<file path="config.mk">
export PLATFORM = sky130hd
export DESIGN_NAME = race_score_keeper
export DESIGN_NICKNAME = d
export VERILOG_FILES = /design/src/rtl/race_score_keeper.sv
export SDC_FILE = /design/constraint.sdc
export NUM_CORES = 1
export LEC_CHECK = 0
export BUFFER_PORTS_ARGS = -buffer_cell sky130_fd_sc_hd__buf_2
export CORE_ASPECT_RATIO = 2
export CORE_MARGIN = 2
export CORE_UTILIZATION = 60
export DETAILED_ROUTE_END_ITERATION = 8
export HOLD_SLACK_MARGIN = 0.06
export PLACE_DENSITY_LB_ADDON = 0.2
export SLEW_MARGIN = 10
export SYNTH_ARGS = -nofsm -noshare
export SYNTH_HDL_FRONTEND = slang
export SYNTH_SLANG_ARGS = --single-unit
export TNS_END_PERCENT = 5
</file>
<file path="constraint.sdc">
create_clock -name pclk -period 4.3 [get_ports pclk]
set_input_delay 0.215 -clock pclk [delete_from_list [all_inputs] [get_ports pclk]]
set_output_delay 0.215 -clock pclk [all_outputs]
set_load 0.02 [all_outputs]
</file>
<file path="src/rtl/race_score_keeper.sv">
// ============================================================================
// Module   : race_score_keeper
// Purpose  : Race FSM plus score/time registers for the HUD number overlays.
//            Score and time only change at vsync_tick frame boundaries.
//            Optional macro RACE_HIGH_SCORE_EN adds a high_score output.
// Revision : 1.0 - initial release
// ============================================================================
`default_nettype none

module race_score_keeper #(
  parameter int MAX_SCORE      = 99,
  parameter int BONUS_PTS      = 5,
  parameter int GAME_TIME      = 60,
  parameter int FRAMES_PER_SEC = 60
) (
  input  logic       pclk,
  input  logic       rst,
  input  logic       start,
  input  logic       hit,
  input  logic       bonus,
  input  logic       crash,
  input  logic       vsync_tick,
  output logic [7:0] score,
  output logic [7:0] time_left,
`ifdef RACE_HIGH_SCORE_EN
  output logic [7:0] high_score,
`endif
  output logic       running,
  output logic       game_over
);

  localparam logic [1:0] c_idle = 2'd0;
  localparam logic [1:0] c_run  = 2'd1;
  localparam logic [1:0] c_over = 2'd2;

  localparam logic [7:0] c_max_score = 8'(MAX_SCORE);
  localparam logic [8:0] c_bonus_pts = 9'(BONUS_PTS);
  localparam logic [7:0] c_game_time = 8'(GAME_TIME);
  localparam logic [7:0] c_last_frm  = 8'(FRAMES_PER_SEC - 1);

  logic [1:0] r_state;
  logic [1:0] w_state_next;
  logic       w_running_next;
  logic       w_game_over_next;

  logic [7:0] r_pending;
  logic [7:0] r_frame_cnt;

  logic [8:0] w_contrib;
  logic [7:0] w_contrib_sat;
  logic [8:0] w_pend_sum;
  logic [7:0] w_pend_acc;
  logic [8:0] w_score_sum;
  logic [7:0] w_score_commit;
  logic       w_last_frame;
  logic       w_timeout;

  // Points earned this cycle, and the saturating accumulator/commit values.
  always_comb begin
    w_contrib      = {8'd0, hit} + (bonus ? c_bonus_pts : 9'd0);
    w_contrib_sat  = w_contrib[8] ? 8'hFF : w_contrib[7:0];
    w_pend_sum     = {1'b0, r_pending} + w_contrib;
    w_pend_acc     = w_pend_sum[8] ? 8'hFF : w_pend_sum[7:0];
    w_score_sum    = {1'b0, score} + {1'b0, r_pending};
    w_score_commit = (w_score_sum > {1'b0, c_max_score}) ? c_max_score : w_score_sum[7:0];
    w_last_frame   = (r_frame_cnt == c_last_frm);
    w_timeout      = vsync_tick && w_last_frame && (time_left == 8'd1);
  end

  always_ff @(posedge pclk) begin
    if (rst) begin
      r_state   <= c_idle;
      running   <= 1'b0;
      game_over <= 1'b0;
    end else begin
      r_state   <= w_state_next;
      running   <= w_running_next;
      game_over <= w_game_over_next;
    end
  end

  // Crash takes priority over a coincident timeout tick.
  always_comb begin
    w_state_next = r_state;
    case (r_state)
      c_idle:  if (start) w_state_next = c_run;
      c_run:   if (crash || w_timeout) w_state_next = c_over;
      c_over:  if (start) w_state_next = c_run;
      default: w_state_next = c_idle;
    endcase
  end

  always_comb begin
    w_running_next   = (w_state_next == c_run);
    w_game_over_next = (w_state_next == c_over);
  end

  always_ff @(posedge pclk) begin
    if (rst) begin
      score       <= 8'd0;
      time_left   <= c_game_time;
      r_pending   <= 8'd0;
      r_frame_cnt <= 8'd0;
    end else if (r_state == c_run) begin
      if (crash) begin
        r_pending <= 8'd0;
      end else if (vsync_tick) begin
        score     <= w_score_commit;
        r_pending <= w_contrib_sat;
        if (w_last_frame) begin
          r_frame_cnt <= 8'd0;
          time_left   <= time_left - 8'd1;
        end else begin
          r_frame_cnt <= r_frame_cnt + 8'd1;
        end
      end else begin
        r_pending <= w_pend_acc;
      end
    end else if (start) begin
      score       <= 8'd0;
      time_left   <= c_game_time;
      r_pending   <= 8'd0;
      r_frame_cnt <= 8'd0;
    end
  end

`ifdef RACE_HIGH_SCORE_EN
  logic [7:0] w_final_score;

  always_comb begin
    w_final_score = crash ? score : w_score_commit;
  end

  always_ff @(posedge pclk) begin
    if (rst) begin
      high_score <= 8'd0;
    end else if ((r_state == c_run) && (w_state_next == c_over) &&
                 (w_final_score > high_score)) begin
      high_score <= w_final_score;
    end
  end
`endif

endmodule

`default_nettype wire

</file>
==> impl_metrics.toml <==
[synth]
netlist.area_leader.share_pct = 33.1
syn_nets = 286
async_reset_ff_share_pct = 0
synth_top_family_by_area = "simple AND/OR/NAND/NOR gates"
synth_top_flop_cell = "dfxtp_1"
ys_seq_area_share_pct = 33.1
synthCells = 262
ys_top_cells_by_area = "dfxtp_1, ha_1, nor2_1, a21oi_1, o21ai_0"
ys_ff_latch = 36
synth_fa_ha_area_share_pct = 10.5
synth_edf_count = 0
syn_area_um2 = 2180
synth.area.mux_share_pct = 0.920
synth-simple-area-share_pct = 25.2
yosys.area.top_type = "dfxtp_1"
postSynthAreaPerCell_um2 = 8.30
synth_compound_area_share_pct = 22.4
yosysWarnings = 0
synth-xor-area-share_pct = 4.83
yosysUniqueCellTypes = 50

[job]
maxCapViolations = 0

[timing]
slew_viol_final = 0
worst_slew_margin_rel_pct = 44.3
tns_ns = 0
finalHoldViolations = 0
tightest_slew_ns = 0.827
rsz0062_at_grt = "false"
max_freq_mhz = 405
fin_skew_ns = 0.00881
post-route-period-util_pct = 57.4
worst_slack_ns = 1.83
period_needed_ns = 2.47
final-setup-viol-count = 0

[placed_design]
dp_slack_ns = 1.89
dp_hpwl_mm = 3.72
port-buffer-count = 24
gp_congestion = 0.865
dpl_cell_area_um2 = 2330

[worst_setup_path]
path_class = "reg2reg"
arrival_ns = 2.62
worstPathMaxFanout = 5
end_kind = "flop"
cp.required_ns = 4.45
worstSetupStartpointType = "flop"

[outcome]
status = "finished, final reports clean"

[global_route]
antenna_found_initial = 0
grt_pass1_wl_mm = 8.31
grt_pass1_vias = 1862
grtUsageTotal_pct = 26.8
grt_max_degree = 28
overflow = 0

[cts]
postCtsHoldBufs = 0
clock-sinks = 36
cts_max_level = 2
postCtsSetupBuffers = 0
post_cts_resize_count = 0
clock_latency_ns = 0.29
cts.path.max_buffers = 2
numCtsBuffers = 5
root_buffer = "clkbuf_8"
clk_pin_slew_ns = 0.07
cts_tree = "done"

[routing]
drtIter0Drc = 53
route.detailed.drc = 0
wl_mm = 5.08
wire_per_inst_um = 15.2
ant_nets = 0
firstDrtPassIters = 4
num_vias = 2065
via_per_inst = 6.16

[power]
leakage_nw = 1.01
peakVddDrop_mv = 0.276
powerDensity_nw_per_um2 = 294

[finish]
antenna_cells = 0
mostFrequentLayoutCells = "nor2_1, dfxtp_1, buf_2"
drive_above_1_share_pct = 15.0
area_growth_pct = 12.1
final_cell_area_um2 = 2440
fin_nets = 309
final_util_pct = 69.1

[floorplanning]
die_h_um = 89.2
boundaryPins = 25
die-area_um2 = 4150
core_area_um2 = 3530
die_w_um = 46.6
rows = 31
start_util_pct = 61.6

[hold_path]
min_path_type = "in2reg"
worst max-delay path, stage by stage (launching register included):
cell and delay [ns]:
dfxtp_1 0.35, ha_1 0.24, fa_1 0.41, a211oi_1 0.42, nor2_1 0.11, xor2_1 0.17
o311ai_2 0.45, a311oi_1 0.17
final cells by class:
cell class | instances | area [µm²]
Multi-Input combinational cell | 209 | 1390
Fill cell | 273 | 1090
Sequential cell | 36 | 721
Timing Repair Buffer | 25 | 128
Clock buffer | 5 | 68.8
Tap cell | 49 | 61.3
Clock inverter | 3 | 42.5
Inverter | 8 | 30.0
where the power goes:
| group | internal [W] | switching [W] | total, W |
|---|---|---|---|
| combinational | 0.0000246 | 0.0000467 | 0.0000713 |
| sequential | 0.000339 | 0.00000593 | 0.000345 |
| clock | 0.000172 | 0.000129 | 0.000301 |
| total | 0.000535 | 0.000182 | 0.000716 |
state kept, by name, summed over array words and instances, names as in the netlist:
name / cells
r_pending: 8
r_frame_cnt: 8
game_over: 1
time_left: 8
running: 1
r_state: 2
score: 8
synth_stat cells (2+ instances only):
cell / instances
buf_2: 2
dfxtp_1: 36
a41o_1: 2
nand2_1: 15
nand4_1: 4
nand3_1: 7
o211ai_1: 2
a31o_2: 3
nor4_1: 3
a211oi_1: 8
a221oi_1: 2
nor2b_1: 7
and3_1: 3
a31oi_1: 2
a311oi_1: 2
fa_1: 2
nor3b_1: 5
clkbuf_1: 7
mux2i_1: 2
o31ai_1: 3
o311ai_0: 2
inv_1: 8
nor3_1: 7
xnor2_1: 6
nor2_1: 36
or3_1: 4
xor2_1: 6
ha_1: 15
a21o_1: 3
a21oi_1: 21
o21ai_0: 15
nand2b_1: 4
path summary, 6_finish.rpt:
kind           startpoint      endpoint  slack [ns]  cells past startpoint
max              score[0]      score[0]        1.83                      7
min                 start  time_left[5]        0.32                      3
max reg2reg      score[0]      score[0]        1.83                      7
min reg2reg  r_pending[0]  r_pending[0]        0.50                      2
cell families after synthesis:
family / count (synthesis)
AOI/OAI and AO/OA: 73
xor gates and xnor gates: 12
adders and majority gates: 17
buffers and inverters: 17
DFF: 36
muxes: 2
and+or+nand+nor: 105
layer usage:
layer	wire length, µm	GRT usage (%)	share of wire (%)
met5	0	0	0
met1	2190	32.8	43
met4	63	8.57	1.2
met3	181	4.85	3.6
met2	2650	45.8	52
through the flow:
step,hold slack (ns),std cells,total power (W)
3_5_place_dp,0.487,327,0.000422
5_1_grt,0.332,335,0.000740
3_3_place_gp,0.472,327,0.000420
2_1_floorplan,0.390,262,0.000403
4_1_cts,0.307,335,0.000719
6_report,0.322,335,0.000716
Note: power is estimated with default switching activity, not from simulation.
